<file path="config.mk">
export PLATFORM = sky130hd
export DESIGN_NAME = imu_fusion_core_flat
export DESIGN_NICKNAME = d
export VERILOG_FILES = /design/src/rtl/imu_fusion_core_if.sv /design/src/rtl/imu_fusion_core.sv /design/src/flat_wrapper.sv
export SDC_FILE = /design/constraint.sdc
export NUM_CORES = 1
export LEC_CHECK = 0
export ABC_AREA = 0
export BUFFER_PORTS_ARGS = -buffer_cell sky130_fd_sc_hd__buf_2
export CELL_PAD_IN_SITES_DETAIL_PLACEMENT = 2
export CELL_PAD_IN_SITES_GLOBAL_PLACEMENT = 2
export CORE_ASPECT_RATIO = 1.25
export CORE_MARGIN = 4
export CORE_UTILIZATION = 38
export CTS_CLUSTER_DIAMETER = 150
export DETAILED_ROUTE_END_ITERATION = 16
export MAX_ROUTING_LAYER = met4
export PLACE_DENSITY_LB_ADDON = 0.1
export SYNTH_ARGS = -nofsm -noshare
export SYNTH_HDL_FRONTEND = slang
export SYNTH_SLANG_ARGS = --single-unit
</file>
<file path="constraint.sdc">
create_clock -name clk -period 7.8 [get_ports clk]
set_input_delay 1.56 -clock clk [delete_from_list [all_inputs] [get_ports clk]]
set_output_delay 1.56 -clock clk [all_outputs]
set_load 0.03 [all_outputs]
</file>
<file path="src/rtl/imu_fusion_core_if.sv">
// Request/ack handshake and sample bus between the sensor front end and imu_fusion_core.
// The master side issues requests and samples; the slave side is the fusion core.
interface imu_fusion_core_if #(
    parameter int NUM_CH = 3,
    parameter int DATA_W = 16,
    parameter int ANG_W  = 32
);
    logic                       fuse_req;
    logic                       fuse_ack;
    logic                       busy;
    logic                       zero;
    logic [NUM_CH*DATA_W-1:0]   gyro_in;
    logic [NUM_CH*ANG_W-1:0]    acc_ang_in;
    logic [NUM_CH-1:0]          acc_mask;
    logic [NUM_CH*ANG_W-1:0]    angle_out;
    logic                       cal_done;

    modport master (
        output fuse_req, zero, gyro_in, acc_ang_in, acc_mask,
        input  fuse_ack, busy, angle_out, cal_done
    );

    modport slave (
        input  fuse_req, zero, gyro_in, acc_ang_in, acc_mask,
        output fuse_ack, busy, angle_out, cal_done
    );
endinterface

</file>
<file path="src/rtl/imu_fusion_core.sv">
// Per-channel complementary filter: gyro integration plus a 2^-ALPHA_SHIFT pull toward the accel angle.
// Optional gyro bias calibration over the first 2^CAL_SHIFT samples: `define IMU_FUSION_GYRO_BIAS_CAL_EN.
//
// state     | meaning
// ----------+-----------------------------------------------------------
// S_IDLE    | waiting for fuse_req; zero clears angles and seed flags
// S_CAPTURE | latch gyro, accel angles and mask; start at channel 0
// S_PREDICT | integrate gyro rate into the channel angle (saturating)
// S_CORRECT | seed or blend toward accel angle; publish after last channel
// S_ACK     | one-cycle fuse_ack
module imu_fusion_core #(
    parameter int NUM_CH      = 3,
    parameter int DATA_W      = 16,
    parameter int ANG_W       = 32,
    parameter int GYRO_SHL    = 0,
    parameter int ALPHA_SHIFT = 6,
    parameter int CAL_SHIFT   = 4
) (
    input  logic              clk,
    input  logic              rst,
    imu_fusion_core_if.slave  bus
);

    localparam int CH_W  = (NUM_CH > 1) ? $clog2(NUM_CH) : 1;
    localparam int EXT_W = ANG_W + 2;
    localparam logic signed [ANG_W-1:0] ANG_MAX = {1'b0, {(ANG_W-1){1'b1}}};
    localparam logic signed [ANG_W-1:0] ANG_MIN = {1'b1, {(ANG_W-1){1'b0}}};

    if (NUM_CH < 1 || NUM_CH > 8) begin : g_bad_num_ch
        $error("imu_fusion_core: NUM_CH out of range");
    end
    if (GYRO_SHL < 0 || GYRO_SHL > 8) begin : g_bad_gyro_shl
        $error("imu_fusion_core: GYRO_SHL out of range");
    end
    if (ALPHA_SHIFT < 0 || ALPHA_SHIFT > 15) begin : g_bad_alpha
        $error("imu_fusion_core: ALPHA_SHIFT out of range");
    end
    if (CAL_SHIFT < 0 || CAL_SHIFT > 16) begin : g_bad_cal_shift
        $error("imu_fusion_core: CAL_SHIFT out of range");
    end

    typedef enum logic [2:0] {
        S_IDLE,
        S_CAPTURE,
        S_PREDICT,
        S_CORRECT,
        S_ACK
    } state_t;

    state_t                     r_state;
    state_t                     w_state_nxt;
    logic                       w_ack;
    logic                       w_last_ch;

    logic [CH_W-1:0]            r_ch;
    logic signed [DATA_W-1:0]   r_gyro [NUM_CH];
    logic signed [ANG_W-1:0]    r_acc  [NUM_CH];
    logic [NUM_CH-1:0]          r_mask;
    logic [NUM_CH-1:0]          r_seed;
    logic signed [ANG_W-1:0]    r_ang  [NUM_CH];
    logic signed [ANG_W-1:0]    r_pred;
    logic [NUM_CH*ANG_W-1:0]    r_angle_out;

    logic signed [DATA_W-1:0]   w_bias [NUM_CH];
    logic                       w_cal_active;

    logic signed [DATA_W:0]     w_gyro_diff;
    logic signed [EXT_W-1:0]    w_gyro_term;
    logic signed [EXT_W-1:0]    w_pred_sum;
    logic signed [ANG_W-1:0]    w_pred;
    logic signed [ANG_W:0]      w_err;
    logic signed [ANG_W:0]      w_err_sh;
    logic signed [EXT_W-1:0]    w_corr_sum;
    logic signed [ANG_W-1:0]    w_ang_new;

    function automatic logic signed [ANG_W-1:0] sat_ang(input logic signed [EXT_W-1:0] v);
        logic [EXT_W-ANG_W:0] top;
        top = v[EXT_W-1:ANG_W-1];
        if ((&top) || (~|top)) begin
            return v[ANG_W-1:0];
        end else if (v[EXT_W-1]) begin
            return ANG_MIN;
        end else begin
            return ANG_MAX;
        end
    endfunction

    always_ff @(posedge clk) begin
        if (rst) begin
            r_state <= S_IDLE;
        end else begin
            r_state <= w_state_nxt;
        end
    end

    assign w_last_ch = (r_ch == CH_W'(NUM_CH - 1));

    always_comb begin
        w_state_nxt = r_state;
        w_ack       = 1'b0;
        case (r_state)
            S_IDLE: begin
                if (!bus.zero && bus.fuse_req) begin
                    w_state_nxt = S_CAPTURE;
                end
            end
            S_CAPTURE: w_state_nxt = S_PREDICT;
            S_PREDICT: w_state_nxt = S_CORRECT;
            S_CORRECT: w_state_nxt = w_last_ch ? S_ACK : S_PREDICT;
            S_ACK: begin
                w_ack       = 1'b1;
                w_state_nxt = S_IDLE;
            end
            default: w_state_nxt = S_IDLE;
        endcase
    end

    // Arithmetic is done two bits wider than the angle so saturation sees the true sum.
    always_comb begin
        w_gyro_diff = $signed({r_gyro[r_ch][DATA_W-1], r_gyro[r_ch]})
                    - $signed({w_bias[r_ch][DATA_W-1], w_bias[r_ch]});
        w_gyro_term = w_cal_active ? '0 : (EXT_W'(w_gyro_diff) <<< GYRO_SHL);
        w_pred_sum  = EXT_W'(r_ang[r_ch]) + w_gyro_term;
        w_pred      = sat_ang(w_pred_sum);
        w_err       = (ANG_W+1)'(r_acc[r_ch]) - (ANG_W+1)'(r_pred);
        w_err_sh    = w_err >>> ALPHA_SHIFT;
        w_corr_sum  = EXT_W'(r_pred) + EXT_W'(w_err_sh);
        w_ang_new   = r_pred;
        if (r_mask[r_ch]) begin
            w_ang_new = r_seed[r_ch] ? sat_ang(w_corr_sum) : r_acc[r_ch];
        end
    end

    always_ff @(posedge clk) begin
        if (rst) begin
            r_ch        <= '0;
            r_mask      <= '0;
            r_seed      <= '0;
            r_pred      <= '0;
            r_angle_out <= '0;
            for (int c = 0; c < NUM_CH; c++) begin
                r_gyro[c] <= '0;
                r_acc[c]  <= '0;
                r_ang[c]  <= '0;
            end
        end else begin
            case (r_state)
                S_IDLE: begin
                    if (bus.zero) begin
                        r_seed      <= '0;
                        r_angle_out <= '0;
                        for (int c = 0; c < NUM_CH; c++) begin
                            r_ang[c] <= '0;
                        end
                    end
                end
                S_CAPTURE: begin
                    r_ch   <= '0;
                    r_mask <= bus.acc_mask;
                    for (int c = 0; c < NUM_CH; c++) begin
                        r_gyro[c] <= bus.gyro_in[c*DATA_W +: DATA_W];
                        r_acc[c]  <= bus.acc_ang_in[c*ANG_W +: ANG_W];
                    end
                end
                S_PREDICT: begin
                    r_pred <= w_pred;
                end
                S_CORRECT: begin
                    r_ang[r_ch] <= w_ang_new;
                    if (r_mask[r_ch]) begin
                        r_seed[r_ch] <= 1'b1;
                    end
                    if (w_last_ch) begin
                        for (int c = 0; c < NUM_CH; c++) begin
                            r_angle_out[c*ANG_W +: ANG_W] <= (CH_W'(c) == r_ch) ? w_ang_new : r_ang[c];
                        end
                    end else begin
                        r_ch <= r_ch + CH_W'(1);
                    end
                end
                default: begin
                end
            endcase
        end
    end

`ifdef IMU_FUSION_GYRO_BIAS_CAL_EN
    localparam int ACC_W = DATA_W + CAL_SHIFT;
    localparam logic [CAL_SHIFT:0] CAL_LAST = (CAL_SHIFT+1)'((1 << CAL_SHIFT) - 1);

    logic signed [ACC_W-1:0]    r_cal_acc [NUM_CH];
    logic signed [DATA_W-1:0]   r_bias    [NUM_CH];
    logic [CAL_SHIFT:0]         r_cal_cnt;
    logic                       r_cal_done;

    // Raw samples are summed at capture; the bias becomes live once the last sample is acknowledged.
    always_ff @(posedge clk) begin
        if (rst) begin
            r_cal_cnt  <= '0;
            r_cal_done <= 1'b0;
            for (int c = 0; c < NUM_CH; c++) begin
                r_cal_acc[c] <= '0;
                r_bias[c]    <= '0;
            end
        end else if (!r_cal_done) begin
            if (r_state == S_CAPTURE) begin
                for (int c = 0; c < NUM_CH; c++) begin
                    r_cal_acc[c] <= r_cal_acc[c] + ACC_W'($signed(bus.gyro_in[c*DATA_W +: DATA_W]));
                end
            end
            if (r_state == S_ACK) begin
                r_cal_cnt <= r_cal_cnt + (CAL_SHIFT+1)'(1);
                if (r_cal_cnt == CAL_LAST) begin
                    r_cal_done <= 1'b1;
                    for (int c = 0; c < NUM_CH; c++) begin
                        r_bias[c] <= DATA_W'(r_cal_acc[c] >>> CAL_SHIFT);
                    end
                end
            end
        end
    end

    always_comb begin
        for (int c = 0; c < NUM_CH; c++) begin
            w_bias[c] = r_bias[c];
        end
    end
    assign w_cal_active = ~r_cal_done;
    assign bus.cal_done = r_cal_done;
`else
    always_comb begin
        for (int c = 0; c < NUM_CH; c++) begin
            w_bias[c] = '0;
        end
    end
    assign w_cal_active = 1'b0;
    assign bus.cal_done = 1'b1;
`endif

    assign bus.fuse_ack  = w_ack;
    assign bus.busy      = (r_state != S_IDLE);
    assign bus.angle_out = r_angle_out;

endmodule

</file>
<file path="src/flat_wrapper.sv">
// flat-port wrapper written by rule: the top's interface ports become plain ports
module imu_fusion_core_flat 
#(
    parameter int NUM_CH      = 3,
    parameter int DATA_W      = 16,
    parameter int ANG_W       = 32,
    parameter int GYRO_SHL    = 0,
    parameter int ALPHA_SHIFT = 6,
    parameter int CAL_SHIFT   = 4
)
  (clk, rst, bus_fuse_req, bus_zero, bus_gyro_in, bus_acc_ang_in, bus_acc_mask, bus_fuse_ack, bus_busy, bus_angle_out, bus_cal_done);
  imu_fusion_core_if #(.NUM_CH(NUM_CH), .DATA_W(DATA_W), .ANG_W(ANG_W)) bus_i ();
  input  logic clk;
  input  logic rst;
  input wire logic [$bits(bus_i.fuse_req)-1:0] bus_fuse_req;
  input wire logic [$bits(bus_i.zero)-1:0] bus_zero;
  input wire logic [$bits(bus_i.gyro_in)-1:0] bus_gyro_in;
  input wire logic [$bits(bus_i.acc_ang_in)-1:0] bus_acc_ang_in;
  input wire logic [$bits(bus_i.acc_mask)-1:0] bus_acc_mask;
  output wire logic [$bits(bus_i.fuse_ack)-1:0] bus_fuse_ack;
  output wire logic [$bits(bus_i.busy)-1:0] bus_busy;
  output wire logic [$bits(bus_i.angle_out)-1:0] bus_angle_out;
  output wire logic [$bits(bus_i.cal_done)-1:0] bus_cal_done;
  assign bus_i.fuse_req = bus_fuse_req;
  assign bus_i.zero = bus_zero;
  assign bus_i.gyro_in = bus_gyro_in;
  assign bus_i.acc_ang_in = bus_acc_ang_in;
  assign bus_i.acc_mask = bus_acc_mask;
  assign bus_fuse_ack = bus_i.fuse_ack;
  assign bus_busy = bus_i.busy;
  assign bus_angle_out = bus_i.angle_out;
  assign bus_cal_done = bus_i.cal_done;
  imu_fusion_core #(.NUM_CH(NUM_CH), .DATA_W(DATA_W), .ANG_W(ANG_W), .GYRO_SHL(GYRO_SHL), .ALPHA_SHIFT(ALPHA_SHIFT), .CAL_SHIFT(CAL_SHIFT)) u_core (.clk(clk), .rst(rst), .bus(bus_i));
endmodule
</file>
==> results_dict.tcl, run 1 <==
set metrics [dict create \
    status "complete, no violations" \
    synthesis.area_um2 25000 \
    core_um2 64800 \
    hpwl_um 83300 \
    dieWidth_um 237 \
    post-route-util 0.446 \
    postRouteAntennaNets 0 \
    drv_slew 0 \
    p_leak_nw 12.0 \
    holdBufCountCts 0 \
    drt-initial-drc-count 1502 \
    rsz0062_at_grt "false" \
    setup_violations 0 \
    setup_tns_ns 0 \
    cts_tree "done" \
    diodes 0 \
    finalClockSkew_ns 0.0312 \
    first_pass_iters 5 \
    synth_ff_type "edfxtp_1" \
    hold_violations 0 \
    netlist_top_cells_area "edfxtp_1 33%, dfxtp_1 11%, ha_1 6.6%" \
    max_stage_delay_ns 0.60 \
    die_h_um 295 \
    start_util 0.386 \
    crit_type "reg2reg" \
    avgSynthCellArea_um2 9.47 \
    p_int_mw 4.57 \
    whs_ns 0.447 \
    grt_max_degree 148 \
    slew_headroom 0.243 \
    power_density_nw_per_um2 253 \
    wirelength_um 110000 \
    overflow 0 \
    dp_cells 3661 \
    wl_met1_um 43900 \
    cts_made_buffers 47 \
    min_period_ns 7.45 \
    drc 0 \
    worst-path-max-fanout 50 \
    io_buffers 248 \
    synth_top_area_share 0.327 \
    met3_wirelength_um 4530 \
    htree_levels 2 \
    async_flop_share 0 \
    path_clk_slew_ns 0.06 \
    arrival_ns 7.73 \
    hp-start "u_core.bus.angle_out[78]" \
    fp-row-count 104 \
    worstSetupEndpointType "register" \
    ios 250 \
    regToRegSetupSlack_ns 0.35 \
    final_cells 3751 \
    grt.total_usage 0.311 \
    cap_violations 0 \
    startpoint_type "register" \
    cpMostUsedCell "buf_4" \
    worstMarginPinSlew_ns 1.13 \
    hold_path_depth 1 \
    slowest_stage "a2111oi_1" \
    syn_inst 2640 \
    yosysMostFrequentCell "edfxtp_1" \
    syn_nets 2924 \
    cts_sinks 413 \
    cts-root-buf "clkbuf_16" \
    maxUsedRoutingLayer "met4" \
    period_share 0.955 \
    grt_pass1_vias 24000 \
    p_total_mw 7.32 \
    syn_to_final_growth_pct 15.7 \
    p_sw_frac 0.375 \
    yosysSeqAreaShare 0.440 \
    clock_latency_ns 0.60 \
    die_area_um2 70000 \
    antenna_found_initial 2 \
    yosysTopAreaCell "edfxtp_1" \
    nNetsFinal 3150 \
    num_vias 22200 \
    drive_above_1_share 0.173 \
    clk_path_buf_depth 3 \
    r2r.worst_path.cells 25 \
    crit_required_ns 8.09 \
    power_frac_comb 0.345 \
    gp_congestion 0.963 \
    post_drt_via_cell_ratio 5.93 \
    synth_edf_count 272 \
    p_switching_mw 2.75 \
    p_clk_frac 0.308 \
    fmax_ghz 0.134 \
    reg2reg_to "u_core.r_ang[0][22]" \
    wl_per_cell_um 29.2 \
    seq_power_share 0.346 \
    yosys_warnings 0 \
    synth-seq-cells 413 \
    grt_pass1_wl_um 159000 \
    route.met2.wl_um 55800 \
    synthTopCellsByCount "272 x edfxtp_1, 255 x a21oi_1, 244 x nand2_1" \
    vdd_drop_max_mv 0.149 \
    hp-class "reg2reg" \
    min_to "u_core.bus.angle_out[78]" \
    ys_types 96 \
]
placed cells by master, fill, tap and decap left out, types with 23 or more instances in the layout:
cell type  instances
inv_1            179
nor3_1            35
edfxtp_1         272
mux2i_1           51
a21oi_1          254
nor2_1           241
xor2_1            23
ha_1             130
clkbuf_16         48
a21o_1            55
nand2_1          242
mux4_2            32
buf_2            248
xnor2_1           46
a221oi_1          27
o211ai_1          32
and2_1           157
o21ai_1           40
nand4_1           24
buf_4             80
o21ai_0          127
nand3_1           36
dfxtp_1          139
a2bb2oi_1         43
layer usage:
| metal | vias to the layer above | GRT usage |
|---|---|---|
| met5 | - | - |
| li1 | 10000 | - |
| met2 | 609 | 0.550 |
| met1 | 11400 | 0.364 |
| met3 | 189 | 0.0353 |
| met4 | 0 | 0.122 |
worst max-delay path: cells and delay by family, from the launching register on:
kind | cells | cell delay (ns)
DFF | 1 | 0.36
adders and majority gates | 2 | 0.71
AOI/OAI and AO/OA | 12 | 3.41
buffers and inverters | 5 | 1.17
muxes | 1 | 0.15
xor gates and xnor gates | 1 | 0.25
and+or+nand+nor | 4 | 1.01
how the worst max path moves through the flow:
stage	startpoint	to	slack [ns]	depth (start not counted)
floorplan	register	u_core.r_ang[0][1]	1.59	24
global placement	register	u_core.r_ang[0][26]	-0.03	24
detailed placement	register	u_core.r_ang[0][26]	-0.24	26
CTS	register	u_core.r_ang[0][7]	0.13	23
global route	register	u_core.r_ang[0][22]	0.002	25
finish	register	u_core.r_ang[0][22]	0.35	25
cell type report:
class	count	area (um^2)
inverter	181	684
fill	7037	35900
tap	848	1060
clock inverter	14	190
sequential	413	11000
timing repair buffer	331	1900
clock buffer	72	1340
multi-input combinational	1892	12800
sequential cells by signal, indices dropped and copies added (netlist names), named ones only:
register              count
u_core.r_ang            128
u_core.bus.angle_out     96
u_core.r_acc             96
u_core.r_gyro            48
u_core.r_pred            32
u_core.r_mask             3
u_core.r_seed             3
u_core.r_state            3
u_core.r_ch               2
power groups by stage:
| stage | clock, mW | sequential, mW | combinational [mW] |
|---|---|---|---|
| 2_1_floorplan | 0 | 2.54 | 1.55 |
| 3_3_place_gp | 0 | 2.57 | 2.40 |
| 3_5_place_dp | 0 | 2.58 | 2.46 |
| 4_1_cts | 2.29 | 2.53 | 2.49 |
| 5_1_grt | 2.38 | 2.54 | 2.72 |
| 6_report | 2.26 | 2.54 | 2.53 |
what timing repair did:
action,CTS,global route
setup buffers,0,4
pin swaps,0,2
endpoints found under the setup margin,23,95
resized for setup,3,5
through the flow:
step / worst slack, ns / instance area [um^2]
floorplan: 1.59 / 25000
global placement: -0.0346 / 27300
detailed placement: -0.241 / 27300
CTS: 0.130 / 28900
global route: 0.00211 / 28900
finish: 0.355 / 28900
logic make-up (layout without fill, tap and decap cells):
| logic type | Yosys count | in the layout | share of synthesized area |
|---|---|---|---|
| fa+ha+maj | 144 | 144 | 0.0717 |
| flops | 413 | 413 | 0.440 |
| compound gates | 767 | 767 | 0.203 |
| simple gates | 824 | 824 | 0.157 |
| buf+inv | 335 | 598 | 0.0526 |
| other cells | 1 | 1 | 0.000150 |
| xor+xnor | 69 | 69 | 0.0242 |
| mux | 87 | 87 | 0.0511 |
Note: power is estimated with default switching activity, not from simulation.
==> inputs of run 2 (changes only) <==
- RECOVER_POWER: not set -> 25
==> run 2 against run 1 <==
  * The flow now finishes with violations (capacitance limit, slew limit)
  * Clock power about the same
  * Register-to-register slack worse by 0.02 ns
  * Core utilization is 0.22 points lower
  * Total power about the same
  * Largest cell class unchanged
==> results_dict.tcl, run 2 (synthesis results as in run 1) <==
set metrics [dict create \
    mostFrequentLayoutCells "272 x edfxtp_1, 254 x a21oi_1, 242 x nand2_1" \
    top_register "u_core.r_ang" \
    layout_commonest_cell "edfxtp_1" \
    overflow 0 \
    drive_above_1_share 0.138 \
    clk_path_buf_depth 3 \
    postRouteAntennaNets 0 \
    finalClockSkew_ns 0.0332 \
    dieWidth_um 237 \
    reg2reg_to "u_core.r_ang[0][22]" \
    die_h_um 295 \
    clock_latency_ns 0.60 \
    setup_tns_ns 0 \
    regToRegSetupSlack_ns 0.34 \
    min_to "u_core.bus.angle_out[80]" \
    htree_levels 2 \
    fp-row-count 104 \
    hp-start "u_core.bus.angle_out[80]" \
    gp_congestion 0.963 \
    post_drt_via_cell_ratio 5.93 \
    worst-path-max-fanout 50 \
    hold_violations 0 \
    num_vias 22200 \
    max_stage_delay_ns 0.60 \
    r2r.worst_path.cells 25 \
    path_clk_slew_ns 0.06 \
    ios 250 \
    drt-initial-drc-count 1515 \
    cpMostUsedCell "buf_4" \
    hpwl_um 83300 \
    startpoint_type "register" \
    hold_path_depth 2 \
    post-route-util 0.444 \
    grt_max_degree 148 \
    cap_violations 4 \
    io_buffers 248 \
    slowest_stage "a2111oi_1" \
    nNetsFinal 3150 \
    grt_pass1_vias 24000 \
    wl_per_cell_um 29.2 \
    syn_to_final_growth_pct 15.2 \
    status "finished with violations" \
    slew_headroom -1.48 \
    start_util 0.386 \
    drv_slew 318 \
    die_area_um2 70000 \
    largest_register_ff_count 128 \
    grt_pass1_wl_um 159000 \
    cts_made_buffers 47 \
    rsz0062_at_grt "false" \
    crit_required_ns 8.09 \
    p_leak_nw 11.5 \
    cts-root-buf "clkbuf_16" \
    setup_violations 0 \
    holdBufCountCts 0 \
    arrival_ns 7.75 \
    drc 0 \
    fmax_ghz 0.134 \
    diodes 0 \
    crit_type "reg2reg" \
    period_share 0.957 \
    cts_tree "done" \
    min_period_ns 7.46 \
    worstMarginPinSlew_ns 3.71 \
    power_density_nw_per_um2 254 \
    worstSetupEndpointType "register" \
    cts_sinks 413 \
    antenna_found_initial 2 \
    core_um2 64800 \
    hp-class "reg2reg" \
    grt.total_usage 0.311 \
    wirelength_um 110000 \
    placed_area_um2 27300 \
    postLayoutCellArea_um2 28800 \
    violations "capacitance limit, slew limit" \
    first_pass_iters 5 \
    vdd_drop_max_mv 0.149 \
]
[run 2: cell count changes in the layout (fill, tap and decap cells not counted)]
| cell | before | now |
|---|---|---|
| nor3_2 | 2 | 1 |
| inv_1 | 179 | 180 |
| clkbuf_1 | 19 | 117 |
| inv_6 | 4 | 3 |
| clkbuf_2 | 0 | 1 |
| and2_1 | 157 | 155 |
| and2_0 | 1 | 3 |
| nor3_1 | 35 | 36 |
| buf_4 | 80 | 77 |
| buf_2 | 248 | 152 |
[run 2: worst max path at each step]
stage,startpoint,to,slack (ns),cells past startpoint
after CTS,register,u_core.r_ang[0][7],0.13,23
after global placement,register,u_core.r_ang[0][26],-0.03,24
final,register,u_core.r_ang[0][22],0.34,25
after detailed placement,register,u_core.r_ang[0][26],-0.24,26
after floorplan,register,u_core.r_ang[0][1],1.59,24
after global routing,register,u_core.r_ang[0][22],0.002,25
[run 2: layer usage]
metal  vias up  GRT usage  wire [um]
met5         -          -          0
met4         0      0.122       5350
met3       193     0.0353       4850
met2       643      0.550      55600
met1     11400      0.364      43800
li1      10000          -          -
[run 2: timing repair]
item	4_1_cts	5_1_grt
setup buffers	0	4
setup endpoints to repair	23	95
resized for setup	3	5
pin swaps	0	2
[run 2: layout make-up]
type / count / area, um^2
fillers: 7092 / 36000
multi-input cells: 1892 / 12800
flip-flops and latches: 413 / 11000
repair buffers: 331 / 1770
clock buffers: 72 / 1340
well taps: 848 / 1060
inverters: 181 / 679
clock inverters: 14 / 190
[run 2: per-stage QoR]
step | std cells | total power, mW | setup slack (ns) | hold slack [ns]
2_1_floorplan | 2640 | 4.09 | 1.59 | 0.436
3_3_place_gp | 3661 | 4.97 | -0.0346 | 0.429
3_5_place_dp | 3661 | 5.04 | -0.241 | 0.443
4_1_cts | 3747 | 7.32 | 0.130 | 0.451
5_1_grt | 3751 | 7.64 | 0.00211 | 0.472
6_report | 3751 | 7.32 | 0.339 | 0.450
[run 2: critical path: cells and delay by family, from the launching register on]
| family | cells | cell delay, ns |
|---|---|---|
| xor gates and xnor gates | 1 | 0.25 |
| DFF | 1 | 0.36 |
| buffers and inverters | 5 | 1.18 |
| muxes | 1 | 0.15 |
| AOI/OAI and AO/OA | 12 | 3.43 |
| adders and majority gates | 2 | 0.72 |
| and+or+nand+nor | 4 | 1.01 |
[run 2: report_power, final]
| part | switching (mW) | internal [mW] | leakage (nW) |
|---|---|---|---|
| sequential | 0.0820 | 2.46 | 3.99 |
| combinational | 1.70 | 0.822 | 6.78 |
| clock | 0.959 | 1.30 | 0.741 |
| total | 2.75 | 4.58 | 11.5 |
